===== config.mk =====
export PLATFORM = sky130hd
export DESIGN_NAME = alu_issue_stage_flat
export DESIGN_NICKNAME = d
export VERILOG_FILES = /design/src/rtl/alu_issue_stage_if.sv /design/src/rtl/alu_issue_stage.sv /design/src/flat_wrapper.sv
export SDC_FILE = /design/constraint.sdc
export NUM_CORES = 1
export LEC_CHECK = 0
export CORE_UTILIZATION = 50
export CTS_CLUSTER_SIZE = 14
export DETAILED_ROUTE_END_ITERATION = 10
export PLACE_DENSITY = 0.69
export SLEW_MARGIN = 40
export SYNTH_ARGS = -nofsm -noshare
export SYNTH_HDL_FRONTEND = slang
export SYNTH_SLANG_ARGS = --single-unit
export TNS_END_PERCENT = 5

===== constraint.sdc =====
create_clock -name clk -period 2.85 [get_ports clk]
set_input_delay 0.7125 -clock clk [delete_from_list [all_inputs] [get_ports clk]]
set_output_delay 0.7125 -clock clk [all_outputs]
set_load 0.005 [all_outputs]

===== src/rtl/alu_issue_stage_if.sv =====
// alu_issue_stage_if
//   Instruction handshake bundle between an instruction source and
//   alu_issue_stage. A transfer happens on a rising clock edge where
//   in_valid and in_ready are both high.
// Signals:
//   in_valid   source -> stage   instruction present
//   in_ready   stage  -> source  stage can accept
//   in_opcode  source -> stage   4-bit operation code
//   in_rd      source -> stage   destination register
//   in_rs      source -> stage   source register feeding ALU a
//   in_rt      source -> stage   source register feeding ALU b
interface alu_issue_stage_if #(
  parameter int AW = 3
);
  logic          in_valid;
  logic          in_ready;
  logic [3:0]    in_opcode;
  logic [AW-1:0] in_rd;
  logic [AW-1:0] in_rs;
  logic [AW-1:0] in_rt;

  // Instruction source side
  modport master (
    output in_valid, in_opcode, in_rd, in_rs, in_rt,
    input  in_ready
  );

  // Issue stage side
  modport slave (
    input  in_valid, in_opcode, in_rd, in_rs, in_rt,
    output in_ready
  );
endinterface


===== src/rtl/alu_issue_stage.sv =====
// alu_issue_stage
//   Operand/issue stage in front of the combinational alu_16bit. Accepts
//   3-operand register instructions, reads rs/rt from an internal 8x16
//   register file (r0 reads as zero), decodes the opcode into ALU controls,
//   holds them for one cycle, then writes the ALU result back to rd and
//   updates the Z/C/V flags. Sequence is IDLE -> ISSUE -> WB -> IDLE, so
//   wb_valid appears two cycles after acceptance and at most one
//   instruction is taken every three cycles.
// Ports:
//   clk, rst_n          clock (rising edge), asynchronous active-low reset
//   in_if               instruction handshake (slave side)
//   ld_en/addr/data     host register load, honoured in every state
//   dbg_addr/dbg_data   combinational register file read
//   alu_a/alu_b         registered operands to the ALU
//   alu_op/ainvert/
//   bnegate/cin         registered ALU controls
//   alu_result/cout/
//   zero/overflow       ALU response, sampled at the end of ISSUE
//   wb_valid/rd/data    one-cycle writeback report
//   flag_z/c/v          flags of the last completed instruction
//   err                 one-cycle pulse after an illegal opcode is accepted
module alu_issue_stage #(
  parameter int DATA_W = 16,
  parameter int NREG   = 8,
  parameter int AW     = 3
) (
  input  logic              clk,
  input  logic              rst_n,
  alu_issue_stage_if.slave  in_if,
  input  logic              ld_en,
  input  logic [AW-1:0]     ld_addr,
  input  logic [DATA_W-1:0] ld_data,
  input  logic [AW-1:0]     dbg_addr,
  output logic [DATA_W-1:0] dbg_data,
  output logic [DATA_W-1:0] alu_a,
  output logic [DATA_W-1:0] alu_b,
  output logic [2:0]        alu_op,
  output logic              alu_ainvert,
  output logic              alu_bnegate,
  output logic              alu_cin,
  input  logic [DATA_W-1:0] alu_result,
  input  logic              alu_cout,
  input  logic              alu_zero,
  input  logic              alu_overflow,
  output logic              wb_valid,
  output logic [AW-1:0]     wb_rd,
  output logic [DATA_W-1:0] wb_data,
  output logic              flag_z,
  output logic              flag_c,
  output logic              flag_v,
  output logic              err
);

  localparam logic [1:0] S_IDLE  = 2'd0;
  localparam logic [1:0] S_ISSUE = 2'd1;
  localparam logic [1:0] S_WB    = 2'd2;

  localparam logic [3:0] OPC_MOV = 4'd7;

  logic [1:0]        state;
  logic [DATA_W-1:0] regs [NREG];
  logic [AW-1:0]     rd_q;

  logic              accept;
  logic              illegal;
  logic [DATA_W-1:0] rs_val;
  logic [DATA_W-1:0] rt_val;
  logic [2:0]        dec_op;
  logic              dec_ainv;
  logic              dec_bneg;
  logic              dec_cin;

  assign in_if.in_ready = (state == S_IDLE);
  assign accept         = in_if.in_valid && in_if.in_ready;
  assign illegal        = in_if.in_opcode[3];
  assign wb_valid       = (state == S_WB);

  // r0 is hard-wired to zero on every read port
  assign rs_val   = (in_if.in_rs == '0) ? '0 : regs[in_if.in_rs];
  assign rt_val   = (in_if.in_rt == '0) ? '0 : regs[in_if.in_rt];
  assign dbg_data = (dbg_addr == '0)    ? '0 : regs[dbg_addr];

  // Opcode to ALU control decode. SUB and SLT invert b and inject a
  // carry to form a - b; NOR and NAND use De Morgan on the AND/OR paths.
  // MOV is an ADD with b forced to zero at operand latch time.
  always_comb begin
    dec_op   = 3'b000;
    dec_ainv = 1'b0;
    dec_bneg = 1'b0;
    dec_cin  = 1'b0;
    case (in_if.in_opcode)
      4'd0: dec_op = 3'b000;
      4'd1: dec_op = 3'b001;
      4'd2: dec_op = 3'b010;
      4'd3: begin dec_op = 3'b010; dec_bneg = 1'b1; dec_cin = 1'b1; end
      4'd4: begin dec_op = 3'b011; dec_bneg = 1'b1; dec_cin = 1'b1; end
      4'd5: begin dec_op = 3'b000; dec_ainv = 1'b1; dec_bneg = 1'b1; end
      4'd6: begin dec_op = 3'b001; dec_ainv = 1'b1; dec_bneg = 1'b1; end
      4'd7: dec_op = 3'b010;
      default: dec_op = 3'b000;
    endcase
  end

  // Sequencer and datapath registers. Operands are captured from the
  // pre-edge register file, so a load on the accept edge never reaches
  // the latched operands. Illegal opcodes are consumed in IDLE and only
  // produce the err pulse.
  always_ff @(posedge clk or negedge rst_n) begin
    if (!rst_n) begin
      state       <= S_IDLE;
      rd_q        <= '0;
      alu_a       <= '0;
      alu_b       <= '0;
      alu_op      <= '0;
      alu_ainvert <= 1'b0;
      alu_bnegate <= 1'b0;
      alu_cin     <= 1'b0;
      wb_rd       <= '0;
      wb_data     <= '0;
      flag_z      <= 1'b0;
      flag_c      <= 1'b0;
      flag_v      <= 1'b0;
      err         <= 1'b0;
    end else begin
      err <= accept && illegal;
      case (state)
        S_IDLE: begin
          if (accept && !illegal) begin
            rd_q        <= in_if.in_rd;
            alu_a       <= rs_val;
            alu_b       <= (in_if.in_opcode == OPC_MOV) ? '0 : rt_val;
            alu_op      <= dec_op;
            alu_ainvert <= dec_ainv;
            alu_bnegate <= dec_bneg;
            alu_cin     <= dec_cin;
            state       <= S_ISSUE;
          end
        end
        S_ISSUE: begin
          flag_z  <= alu_zero;
          flag_c  <= alu_cout;
          flag_v  <= alu_overflow;
          wb_rd   <= rd_q;
          wb_data <= alu_result;
          state   <= S_WB;
        end
        S_WB: begin
          state <= S_IDLE;
        end
        default: begin
          state <= S_IDLE;
        end
      endcase
    end
  end

  // Register file. The writeback assignment comes after the host load so
  // that it takes precedence when both target the same register on one
  // edge. Writes to r0 are discarded.
  always_ff @(posedge clk or negedge rst_n) begin
    if (!rst_n) begin
      for (int i = 0; i < NREG; i++) begin
        regs[i] <= '0;
      end
    end else begin
      if (ld_en && (ld_addr != '0)) begin
        regs[ld_addr] <= ld_data;
      end
      if ((state == S_ISSUE) && (rd_q != '0)) begin
        regs[rd_q] <= alu_result;
      end
    end
  end

endmodule


===== src/flat_wrapper.sv =====
// flat-port wrapper written by rule: the top's interface ports become plain ports
module alu_issue_stage_flat 
#(
  parameter int DATA_W = 16,
  parameter int NREG   = 8,
  parameter int AW     = 3
)
  (clk, rst_n, ld_en, ld_addr, ld_data, dbg_addr, dbg_data, alu_a, alu_b, alu_op, alu_ainvert, alu_bnegate, alu_cin, alu_result, alu_cout, alu_zero, alu_overflow, wb_valid, wb_rd, wb_data, flag_z, flag_c, flag_v, err, in_if_in_valid, in_if_in_opcode, in_if_in_rd, in_if_in_rs, in_if_in_rt, in_if_in_ready);
  alu_issue_stage_if #(.AW(AW)) in_if_i ();
  input  logic clk;
  input  logic rst_n;
  input  logic ld_en;
  input  logic [AW-1:0] ld_addr;
  input  logic [DATA_W-1:0] ld_data;
  input  logic [AW-1:0] dbg_addr;
  output logic [DATA_W-1:0] dbg_data;
  output logic [DATA_W-1:0] alu_a;
  output logic [DATA_W-1:0] alu_b;
  output logic [2:0] alu_op;
  output logic alu_ainvert;
  output logic alu_bnegate;
  output logic alu_cin;
  input  logic [DATA_W-1:0] alu_result;
  input  logic alu_cout;
  input  logic alu_zero;
  input  logic alu_overflow;
  output logic wb_valid;
  output logic [AW-1:0] wb_rd;
  output logic [DATA_W-1:0] wb_data;
  output logic flag_z;
  output logic flag_c;
  output logic flag_v;
  output logic err;
  input wire logic [$bits(in_if_i.in_valid)-1:0] in_if_in_valid;
  input wire logic [$bits(in_if_i.in_opcode)-1:0] in_if_in_opcode;
  input wire logic [$bits(in_if_i.in_rd)-1:0] in_if_in_rd;
  input wire logic [$bits(in_if_i.in_rs)-1:0] in_if_in_rs;
  input wire logic [$bits(in_if_i.in_rt)-1:0] in_if_in_rt;
  output wire logic [$bits(in_if_i.in_ready)-1:0] in_if_in_ready;
  assign in_if_i.in_valid = in_if_in_valid;
  assign in_if_i.in_opcode = in_if_in_opcode;
  assign in_if_i.in_rd = in_if_in_rd;
  assign in_if_i.in_rs = in_if_in_rs;
  assign in_if_i.in_rt = in_if_in_rt;
  assign in_if_in_ready = in_if_i.in_ready;
  alu_issue_stage #(.DATA_W(DATA_W), .NREG(NREG), .AW(AW)) u_core (.clk(clk), .rst_n(rst_n), .in_if(in_if_i), .ld_en(ld_en), .ld_addr(ld_addr), .ld_data(ld_data), .dbg_addr(dbg_addr), .dbg_data(dbg_data), .alu_a(alu_a), .alu_b(alu_b), .alu_op(alu_op), .alu_ainvert(alu_ainvert), .alu_bnegate(alu_bnegate), .alu_cin(alu_cin), .alu_result(alu_result), .alu_cout(alu_cout), .alu_zero(alu_zero), .alu_overflow(alu_overflow), .wb_valid(wb_valid), .wb_rd(wb_rd), .wb_data(wb_data), .flag_z(flag_z), .flag_c(flag_c), .flag_v(flag_v), .err(err));
endmodule

After elaboration in Yosys (flattened, before gate mapping)
Index checks and enable logic that the tools add are counted.
{"block": "op_classes", "n_lt_le_gt_ge": 7, "n_mux": 27, "n_bitwise": 5, "eq_ne": 10, "reduce_logical": 20}
{"cell": "$bwmux W128", "n": 2}
{"cell": "$mux W128", "n": 2}
{"cell": "$mux W16", "n": 12}
{"cell": "$bmux W16 S3", "n": 3}
{"cell": "$demux W16 S3", "n": 2}
{"cell": "$ge A4 B4 Y1 const B", "n": 5}
{"cell": "$not A3 Y4", "n": 5}
{"cell": "$eq A4 B3 Y1 const B", "n": 4}
{"cell": "$logic_not A3 Y1", "n": 3}
{"cell": "$eq A4 B2 Y1 const B", "n": 2}
{"cell": "$lt A4 B1 Y1 const B", "n": 2}
{"cell": "$logic_and A1 B1 Y1", "n": 7}
{"cell": "$pmux W2 S3", "n": 1}
{"cell": "$reduce_bool A3 Y1", "n": 2}
{"cell": "$reduce_or A2 Y1", "n": 3}
{"cell": "$eq A4 B1 Y1 const B", "n": 1}
{"cell": "$pmux W2 S2", "n": 1}
{"cell": "$reduce_or A4 Y1", "n": 1}
{"cell": "$mux W1", "n": 3}
{"cell": "$reduce_or A3 Y1", "n": 1}
{"cell": "$eq A2 B1 Y1 const B", "n": 1}
{"cell": "$eq A2 B2 Y1 const B", "n": 1}
{"cell": "$logic_not A2 Y1", "n": 1}
{"cell": "$mux W2", "n": 1}
{"cell": "3 further kinds", "n": 3}
{"block": "word_totals", "output_inout_bits": 79, "inputBits": 58, "word_cells": 91, "ff_bits": 194}

Logic depth before layout (Yosys ltp)
{"block": "logic_depth", "ltp_word": 9, "mapped_depth": 6, "ltp_nobuf": 4}

Least setup slack after synthesis
Ideal clock, no wire load.
{"block": "synth_timing", "path_type": "input -> output", "startpoint": "input port dbg_addr[1]", "endpoint": "output port dbg_data[3]", "arrival_time_ns": 1.940, "required_ns": 2.138, "n_path_buf": 2, "slack_ns": 0.198, "stages": 5, "cell_sequence": "clkbuf_1 -> clkbuf_1 -> mux2_2 -> a221oi_1 -> a21oi_1"}
{"block": "synth_between", "elab_chain_len": 5, "word_cells_on_any_way": 6, "cone_classes": "mux (4); bitwise (1); reduce/logical (1)"}
{"item": "start, declared", "line": "flat_wrapper.sv:15", "text": "input logic [AW-1:0] dbg_addr;"}
{"item": "$not A3 Y4 (implied by the code)", "line": "alu_issue_stage.sv:81", "text": "assign dbg_data = (dbg_addr == '0) ? '0 : regs[dbg_addr];"}
{"item": "$bmux W16 S3", "line": "alu_issue_stage.sv:81"}
{"item": "$mux W16 (implied by the code) (2 in series)", "line": "alu_issue_stage.sv:81"}
{"item": "$mux W16 *", "line": "alu_issue_stage.sv:81"}
{"item": "end, declared", "line": "flat_wrapper.sv:16", "text": "output logic [DATA_W-1:0] dbg_data;"}
Mark *: on every way between the ends. The rest lies on a longest branch, timed or not. The select of a mux whose other input is x is not followed.

Final worst setup path
{"block": "layout_timing", "startpoint": "input port dbg_addr[0]", "endpoint": "output port dbg_data[1]"}
Same word-level chain as after synthesis.

==> out/qor.txt <==
outcome = finished, violations left
violations in the final reports = setup timing
Worst Skew = 9.31 ps
setup TNS = -19.4 ps
Syn Area/Cell = 12.2 sq um
Synth Warn # = 0
min Tclk post-route = 2870 ps
area delta synth->final = 25.7%
Final period util = 101%
most common library cells after synthesis = mux2_2, dfrtp_1, nand2_1
Crit Path Category = in2out
wirelength, routed = 32.7 mm
clk root buf = clkbuf_16
initial core utilization = 51.0%
die footprint = 22,000 sq um
fmax = 349 MHz
H-tree Lvls = 4
area leader, netlist = dfrtp_1
Setup crit end kind = output port
share of post-route cells with drive strength above 1 = 35.5%
Least-Margin Pin Slew = 641 ps
vias in the first global route = 8,349
crit path max fanout = 15
diode count = 0
top cell type's share of synthesized area = 41.3%
DR vias = 8,257
main area contributors after synthesis = dfrtp_1, mux2_2, mux4_2, mux2_1, mux2i_1
Yosys cell types = 43
met3 routed WL = 2.48 mm
Post-Syn Area = 10,700 sq um
die width = 148 um
DRT Pass-1 Iters = 5
TritonCTS buffer count = 17
Pwr Density = 710 nW/um^2
later-pin clock latency in the skew report = 440 ps
Leak Pwr = 5.68 nW
most frequent cell after synthesis = mux2_2
DP HPWL = 21.1 mm
initial antenna violation count = 0
normalized max-slew margin = 57.3%
Die H = 148 um
sequential element share of the synthesized area = 41.3%
startpoint types = primary input
Initial DRC Count = 647
asr flop ratio synth = 100%
RSZ-0062 raised after global routing = yes
slowest library cell on the worst path = mux4_2
syn nets = 935
Hold Slack = 236 ps
wire length on met2 = 15.4 mm
first-pass GRT wire length = 50.5 mm
Hold Fails Final Rpt = 0
HP Class = in2async
Synth Instances = 877
clk slew on worst S/H paths = 70 ps
Post-synth EDFFs = 0
clock sinks = 177
Pins Over Slew Limit = 0
Setup WS pre-CTS = -558 ps
CTS Hold Bufs = 0
via/cell ratio = 6.30
antenna viol nets, final = 0
Longest Clk Path Bufs = 2
data arrival time of the worst path = 2150 ps
IO Count = 137
layout net count = 1,081
TritonCTS clock tree = built
Metal-1 WL = 13.9 mm
Main synth FF type = dfrtp_1
largest net degree at the start of global routing = 57
final weighted congestion in routability-driven placement = 0.849
cells along the critical path = clkbuf_4 > buf_12 > mux4_2 > inv_1 > a21oi_1 > clkdlybuf4s50_1
Tot GR Track Use = 30.9%
total grt overflow = 0
Max-cap violations = 0
setup ws final = -16.4 ps
IO buf count = 135
average wire per standard cell = 24.9 um
Residual DRC = 0
final setup fails = 2
slowest stage delay, CP = 510 ps
uppermost routed layer = met4
row count = 53
Worst EP required = 2140 ps
Peak VDD IR = 0.403 mV
core area = 21,000 sq um
FF+latch count, synth = 177
## flip-flops by register name, summed over array words and instances, names as in the netlist
signal,count
u_core.alu_a,16
u_core.alu_ainvert,1
u_core.alu_b,16
u_core.alu_bnegate,1
u_core.alu_cin,1
u_core.alu_op,2
u_core.err,1
u_core.flag_c,1
u_core.flag_v,1
u_core.flag_z,1
u_core.rd_q,3
u_core.regs,112
u_core.state,2
u_core.wb_data,16
u_core.wb_rd,3
## path summary, 6_finish.rpt
path,startpoint,endpoint,slack (ps),cells after the start
setup / recovery,dbg_addr[0],dbg_data[1],-20,6
hold / removal,rst_n,u_core.alu_a[1]$_DFFE_PN0P_,240,1
setup reg to reg,u_core.state[1]$_DFFE_PN0P_,u_core.regs[74]$_DFF_PN0_,710,5
hold reg to reg,u_core.wb_rd[2]$_DFFE_PN0N_,u_core.wb_rd[2]$_DFFE_PN0N_,480,2
max in group asynchronous,rst_n,u_core.alu_a[4]$_DFFE_PN0P_,1850,2
min in group clk,u_core.wb_rd[2]$_DFFE_PN0N_,u_core.wb_rd[2]$_DFFE_PN0N_,480,2
## power by group
group          leakage, nW  total, mW  internal [mW]  switching, mW
Combinational         3.30       3.15           2.05           1.10
Clock                0.284       2.40           1.33           1.07
Sequential            2.09       4.03           3.26          0.764
## critical path, delay by kind of cell
kind                   cells  cell delay, ps
AOI/OAI and AO/OA          1              70
buffers and inverters      4             850
muxes                      1             510
## layout make-up
| class | instances | area [sq um] |
|---|---|---|
| clock buffer | 18 | 439 |
| clock inverter | 14 | 154 |
| tap | 275 | 344 |
| timing repair buffer | 205 | 2100 |
| sequential | 177 | 4430 |
| fill | 1626 | 7540 |
| inverter | 18 | 68.8 |
| multi-input combinational | 604 | 5950 |
## timing repair
action | 4_1_cts | 5_1_grt
resized for setup | 27 | 9
endpoints found under the setup margin | 16 | 15
setup buffers | 2 | 0
## through the flow
step	instance area (sq um)	cells	util, %	power (mW)
after global placement	12800	1277	60.9	7.07
after detailed placement	12800	1277	60.9	7.17
after floorplan	10700	877	-	5.81
final	13500	1311	64.1	9.57
after global routing	13500	1311	64.1	10.1
after CTS	13500	1311	64.1	9.59
## cells by family (layout without fill, tap and decap cells)
kind of cell / after synthesis / after routing / synth area share, %
compound gates: 137 / 137 / 10.1
flops: 177 / 177 / 41.3
xor+xnor: 1 / 1 / 0.0817
buf+inv: 96 / 255 / 4.15
other cells: 1 / 1 / 0.0350
simple gates: 129 / 129 / 6.24
mux: 336 / 336 / 38.1
## cell usage in the layout, fill, tap and decap left out, drive strengths merged, types with 2 or more instances in the layout
| master | Yosys | routed |
|---|---|---|
| mux2 | 255 | 255 |
| dfrtp | 177 | 177 |
| clkdlybuf4s50 | 0 | 116 |
| nand2 | 82 | 82 |
| buf | 44 | 75 |
| mux2i | 49 | 49 |
| mux4 | 32 | 32 |
| a21oi | 32 | 32 |
| inv | 17 | 21 |
| clkbuf | 34 | 19 |
| nand2b | 18 | 18 |
| a211oi | 17 | 17 |
| a221o | 16 | 16 |
| a32o | 16 | 16 |
| o221ai | 16 | 16 |
| o22a | 16 | 16 |
| a221oi | 14 | 14 |
| dlygate4sd2 | 0 | 11 |
| nor2b | 6 | 6 |
| clkinv | 1 | 6 |
| nand3 | 4 | 4 |
| nor2 | 4 | 4 |
| nand4b | 3 | 3 |
| a31oi | 3 | 3 |
| nor4bb | 3 | 3 |
| clkinvlp | 0 | 3 |
| o21ai | 3 | 3 |
| bufinv | 0 | 2 |
| dlymetal6s2s | 0 | 2 |
| nand4 | 2 | 2 |
| nor3b | 2 | 2 |
| or3 | 2 | 2 |
## per-layer routing
| layer | up-vias | track usage (%) |
|---|---|---|
| met4 | 0 | 12.3 |
| li1 | 3624 | - |
| met2 | 372 | 48.5 |
| met5 | - | 0 |
| met1 | 4205 | 42.2 |
| met3 | 56 | 6.01 |
No activity file was read; power rests on OpenSTA's default activity.
